==> src/rtl/issue_unit.sv <==
// rtl/issue_unit.sv - FU dispatch side: instruction FIFO, single-outstanding issue/Comp handshake
// Optional completion watchdog built in when ISSUE_UNIT_TIMEOUT_EN is defined.
module issue_unit #(
    parameter int SIZE           = 32,
    parameter int REG_NUM        = 8,
    parameter int ALUOP_BITS     = 3,
    parameter int FIFO_DEPTH     = 4,
    parameter int TIMEOUT_CYCLES = 64
) (
    input  logic                       clk,
    input  logic                       rst_n,
    input  logic                       in_valid,
    output logic                       in_ready,
    input  logic [ALUOP_BITS-1:0]      in_ALUOp,
    input  logic [$clog2(REG_NUM)-1:0] in_src_reg1,
    input  logic [$clog2(REG_NUM)-1:0] in_src_reg2,
    input  logic [$clog2(REG_NUM)-1:0] in_dest_reg1,
    input  logic                       in_use_imm,
    input  logic [SIZE-1:0]            in_imm,
    output logic [ALUOP_BITS-1:0]      ALUOp,
    output logic [$clog2(REG_NUM)-1:0] src_reg1,
    output logic [$clog2(REG_NUM)-1:0] src_reg2,
    output logic [$clog2(REG_NUM)-1:0] dest_reg1,
    output logic                       use_imm,
    output logic [SIZE-1:0]            imm,
    output logic                       issue,
    input  logic                       Comp,
    output logic                       busy,
    output logic [15:0]                comp_count,
    output logic                       timeout_err
);

    localparam int RW = $clog2(REG_NUM);
    localparam int PW = $clog2(FIFO_DEPTH);
    localparam int EW = ALUOP_BITS + 3 * RW + 1 + SIZE;
    localparam logic [PW:0]   CNT_ONE = 1;
    localparam logic [PW-1:0] PTR_ONE = 1;

    typedef enum logic {
        IDLE,
        WAIT
    } state_t;

    state_t                 state_q, state_d;
    logic [EW-1:0]          mem_q [FIFO_DEPTH];
    logic [EW-1:0]          mem_d [FIFO_DEPTH];
    logic [PW-1:0]          wr_ptr_q, wr_ptr_d;
    logic [PW-1:0]          rd_ptr_q, rd_ptr_d;
    logic [PW:0]            count_q, count_d;
    logic [ALUOP_BITS-1:0]  alu_op_q, alu_op_d;
    logic [RW-1:0]          src_reg1_q, src_reg1_d;
    logic [RW-1:0]          src_reg2_q, src_reg2_d;
    logic [RW-1:0]          dest_reg1_q, dest_reg1_d;
    logic                   use_imm_q, use_imm_d;
    logic [SIZE-1:0]        imm_q, imm_d;
    logic                   issue_q, issue_d;
    logic [15:0]            comp_count_q, comp_count_d;
    logic                   timeout_err_q, timeout_err_d;

    logic                   full;
    logic                   empty;
    logic                   push;
    logic                   pop;
    logic                   comp_ok;
    logic                   tmo_hit;
    logic                   done;
    logic [EW-1:0]          head;

`ifdef ISSUE_UNIT_TIMEOUT_EN
    localparam int TW = $clog2(TIMEOUT_CYCLES + 1);
    localparam logic [TW-1:0] TMO_ONE  = 1;
    localparam logic [TW-1:0] TMO_LAST = TW'(TIMEOUT_CYCLES - 1);
    logic [TW-1:0]          tmo_cnt_q, tmo_cnt_d;
`else
    logic                   unused_timeout_cfg;
    assign unused_timeout_cfg = ^TIMEOUT_CYCLES;
`endif

    // FIFO_DEPTH is a power of two, so the count MSB alone marks full.
    assign full     = count_q[PW];
    assign empty    = (count_q == '0);
    assign push     = in_valid && !full;
    assign head     = mem_q[rd_ptr_q];
    assign in_ready = !full;

    // Comp in the issue cycle itself is not a completion of this instruction.
    assign comp_ok  = (state_q == WAIT) && Comp && !issue_q;
`ifdef ISSUE_UNIT_TIMEOUT_EN
    assign tmo_hit  = (state_q == WAIT) && !comp_ok && (tmo_cnt_q == TMO_LAST);
`else
    assign tmo_hit  = 1'b0;
`endif
    assign done     = comp_ok || tmo_hit;
    assign pop      = !empty && ((state_q == IDLE) || done);

    always_comb begin
        state_d       = state_q;
        mem_d         = mem_q;
        wr_ptr_d      = wr_ptr_q;
        rd_ptr_d      = rd_ptr_q;
        count_d       = count_q;
        alu_op_d      = alu_op_q;
        src_reg1_d    = src_reg1_q;
        src_reg2_d    = src_reg2_q;
        dest_reg1_d   = dest_reg1_q;
        use_imm_d     = use_imm_q;
        imm_d         = imm_q;
        issue_d       = 1'b0;
        comp_count_d  = comp_count_q;
        timeout_err_d = timeout_err_q | tmo_hit;

        if (push) begin
            mem_d[wr_ptr_q] = {in_ALUOp, in_src_reg1, in_src_reg2, in_use_imm, in_imm, in_dest_reg1};
            wr_ptr_d        = wr_ptr_q + PTR_ONE;
        end

        if (comp_ok) begin
            comp_count_d = comp_count_q + 16'd1;
        end

        if (pop) begin
            {alu_op_d, src_reg1_d, src_reg2_d, use_imm_d, imm_d, dest_reg1_d} = head;
            rd_ptr_d = rd_ptr_q + PTR_ONE;
            issue_d  = 1'b1;
            state_d  = WAIT;
        end else if (done) begin
            state_d  = IDLE;
        end

        case ({push, pop})
            2'b10:   count_d = count_q + CNT_ONE;
            2'b01:   count_d = count_q - CNT_ONE;
            default: count_d = count_q;
        endcase
    end

`ifdef ISSUE_UNIT_TIMEOUT_EN
    always_comb begin
        tmo_cnt_d = tmo_cnt_q;
        if (pop) begin
            tmo_cnt_d = '0;
        end else if (state_q == WAIT) begin
            tmo_cnt_d = tmo_cnt_q + TMO_ONE;
        end
    end

    always_ff @(posedge clk or negedge rst_n) begin
        if (!rst_n) begin
            tmo_cnt_q <= '0;
        end else begin
            tmo_cnt_q <= tmo_cnt_d;
        end
    end
`endif

    // Storage needs no reset: entries are only read behind the count.
    always_ff @(posedge clk) begin
        mem_q <= mem_d;
    end

    always_ff @(posedge clk or negedge rst_n) begin
        if (!rst_n) begin
            state_q       <= IDLE;
            wr_ptr_q      <= '0;
            rd_ptr_q      <= '0;
            count_q       <= '0;
            alu_op_q      <= '0;
            src_reg1_q    <= '0;
            src_reg2_q    <= '0;
            dest_reg1_q   <= '0;
            use_imm_q     <= 1'b0;
            imm_q         <= '0;
            issue_q       <= 1'b0;
            comp_count_q  <= '0;
            timeout_err_q <= 1'b0;
        end else begin
            state_q       <= state_d;
            wr_ptr_q      <= wr_ptr_d;
            rd_ptr_q      <= rd_ptr_d;
            count_q       <= count_d;
            alu_op_q      <= alu_op_d;
            src_reg1_q    <= src_reg1_d;
            src_reg2_q    <= src_reg2_d;
            dest_reg1_q   <= dest_reg1_d;
            use_imm_q     <= use_imm_d;
            imm_q         <= imm_d;
            issue_q       <= issue_d;
            comp_count_q  <= comp_count_d;
            timeout_err_q <= timeout_err_d;
        end
    end

    assign ALUOp       = alu_op_q;
    assign src_reg1    = src_reg1_q;
    assign src_reg2    = src_reg2_q;
    assign dest_reg1   = dest_reg1_q;
    assign use_imm     = use_imm_q;
    assign imm         = imm_q;
    assign issue       = issue_q;
    assign busy        = (state_q == WAIT);
    assign comp_count  = comp_count_q;
    assign timeout_err = timeout_err_q;

endmodule

==> config.mk <==
export PLATFORM = sky130hd
export DESIGN_NAME = issue_unit
export DESIGN_NICKNAME = d
export VERILOG_FILES = /design/src/rtl/issue_unit.sv
export SDC_FILE = /design/constraint.sdc
export NUM_CORES = 1
export LEC_CHECK = 0
export BUFFER_PORTS_ARGS = -buffer_cell sky130_fd_sc_hd__buf_2
export CAP_MARGIN = 5
export CORE_ASPECT_RATIO = 0.75
export CORE_MARGIN = 1
export CORE_UTILIZATION = 35
export CTS_BUF_LIST = sky130_fd_sc_hd__clkbuf_8
export DETAILED_ROUTE_END_ITERATION = 6
export SYNTH_ARGS = -nofsm -noshare
export SYNTH_HDL_FRONTEND = slang
export SYNTH_SLANG_ARGS = --single-unit
==> constraint.sdc <==
create_clock -name clk -period 5.5 [get_ports clk]
set_input_delay 0.275 -clock clk [delete_from_list [all_inputs] [get_ports clk]]
set_output_delay 0.275 -clock clk [all_outputs]
set_load 0.1 [all_outputs]
==> reports/results.ini <==
[outcome]
status = finished, final reports clean

[clock_tree]
clock_latency_ps = 530
htree_levels = 2
clock-sinks = 250
cts_setup_buffers = 0
cts_tree = built
cts_made_buffers = 39
cts.path.max_buffers = 3
cts-root-buf = clkbuf_8
clk_pin_slew_ps = 60

[floorplanning]
die_w_um = 191
num_rows = 51
start_util_pct = 36.0
io_pins = 114
design.core.area_mm2 = 0.0262
fp.dieH_um = 144
die-area_mm2 = 0.0275

[worst_setup_path]
critPathMaxFanout = 19
worstSetupEndpointType = flip-flop
setup.worst_path.start_class = flip-flop
rr_worst_depth = 8
arrival_ps = 2850
critical_path_class = flip-flop to flip-flop
required_ps = 5940

[timing]
drv_slew = 0
relSlewSlack_pct = 32.8
fin_crit_sh_pct = 43.7
setup_ws_ps = 3090
fmax_mhz = 416
period_minus_slack_ps = 2410
hold_viol_final = 0
setup-violations-final = 0
rsz0062_at_grt = false
whs_ps = 177
skew_ps = 20.0
timing.setup.tns_ps = 0
worst_pin_slew_ps = 1010

[global_routing]
grt_max_degree = 71
antenna_found_initial = 1
grt.overflow.total = 0
grt_pass1_vias = 5217
grt.total_usage_pct = 14.0
grt_pass1_wl_mm = 28.8

[cells_and_area]
final_cell_mix = edfxtp_1 (180), buf_2 (111), dfrtp_1 (68)
drive_above_1_share_pct = 41.5
final_common_cell = edfxtp_1
final_net_count = 675
area_delta_synth_final_pct = 22.6

[drt]
num_vias = 4614
vias_per_cell = 4.64
drc = 0
drtIter0Drc = 186
antenna_left = 0
detail_route.wl_per_cell_um = 18.5
routed_wl_mm = 18.4
drtPass1Iterations = 4

[hold_path]
worstHoldPathType = input pin to flip-flop
hold_depth = 3

[synthesis]
yosysTopAreaCellShare_pct = 57.5
synthCells = 431
yosys.cell_types.count = 34
ys_seq_elements = 250
yosys_warnings = 0
syn-cell-area_mm2 = 0.00941
netlist_top_cells_area = edfxtp_1 (57%), dfrtp_1 (19%), mux4_2 (11%), mux2_2 (4.1%), mux2_4 (1.9%)
synth_area_per_cell_um2 = 21.8
synth_top_area_cell = edfxtp_1
yosysSeqAreaShare_pct = 76.1
syn_nets = 487

[placement]
dpl.hpwl_mm = 10.4
io_buffers = 112
gp_congestion = 0.697
place_ws_ps = 3060

[flow_run]
maxCapViolCount = 0

-- cells in the mapped netlist --
library cell  number
a21bo_2            1
a21oi_1            1
and2_1             5
and3_1             3
and4_1             2
buf_12             3
buf_2              6
buf_4              4
buf_6              1
clkbuf_1           3
conb_1             1
dfrtp_1           70
edfxtp_1         180
fa_1               1
ha_1               6
inv_1              8
mux2_2            34
mux2_4            12
mux2i_1            1
mux4_2            45
nand2_1            5
nand2b_1           1
nand3_1            5
nand3b_1           1
nand4_1            1
nand4b_1           1
nor2_1             3
nor2b_1            1
nor3_1             2
nor4_2             1
o21ai_0            1
or4_1              1
xnor2_1           14
xor2_1             7
-- final timing paths --
check	startpoint	slack [ps]	to
min in group asynchronous	rst_n	440	imm[17]$_DFFE_PN0P_
hold reg to reg	comp_count[15]$_DFFE_PN0P_	470	comp_count[15]$_DFFE_PN0P_
setup reg to reg	issue$_DFF_PN0_	3090	count_q[2]$_DFFE_PN0P_
hold / removal	Comp	180	busy$_DFFE_PN0P_
max in group asynchronous	rst_n	4290	rd_ptr_q[0]$_DFFE_PN0P_
setup / recovery	issue$_DFF_PN0_	3090	count_q[2]$_DFFE_PN0P_
-- final cells by class --
class	instances	area (um^2)
Antenna cell	1	2.50
Clock buffer	45	619
Clock inverter	27	124
Fill cell	2312	14600
Inverter	8	30.0
Multi-Input combinational cell	156	2090
Sequential cell	250	7160
Tap cell	344	430
Timing Repair Buffer	164	1070
-- worst max-delay path: stages (launching register included) --
cell	delay [ps]
dfrtp_1	390
nand2b_1	200
a21oi_4	600
ha_1	300
inv_1	70
fa_1	370
xor2_1	150
nor2_1	120
xnor2_1	130
-- logic make-up after synthesis --
| family | share of synthesized area (%) |
|---|---|
| DFF | 76.1 |
| and+or+nand+nor | 2.00 |
| muxes | 16.9 |
| adders and majority gates | 1.01 |
| AOI/OAI and AO/OA | 0.213 |
| other | 0.0399 |
| xor gates and xnor gates | 1.96 |
| buffers and inverters | 1.84 |
-- sequential cells by signal, summed over array words and instances (netlist names), 2 cells and up --
| register | flops |
|---|---|
| src_reg1 | 3 |
| dest_reg1 | 3 |
| rd_ptr_q | 2 |
| ALUOp | 3 |
| count_q | 3 |
| mem_q | 180 |
| src_reg2 | 3 |
| comp_count | 16 |
| imm | 32 |
| wr_ptr_q | 2 |
-- through the flow --
step	instances	util (%)	area [um^2]
2_1_floorplan	431	-	9410
3_3_place_gp	876	39.5	10300
3_5_place_dp	876	39.5	10300
4_1_cts	994	44.1	11500
5_1_grt	995	44.1	11500
6_report	995	44.1	11500
-- per-layer routing --
layer	vias to the layer above	GRT usage (%)	routed length, um
met2	124	23.3	8970
met5	-	0	0
li1	2081	-	-
met3	38	3.62	1000
met1	2371	17.8	8030
met4	0	4.59	425
-- what timing repair did --
item,CTS,global route
gates resized for setup,0,0
endpoints found under the setup margin,0,0
endpoints found under the hold margin,250,0
hold buffers,46,0
Power is not shown: default switching activity piles up to over one toggle a cycle in this logic, so the estimate is an artifact.
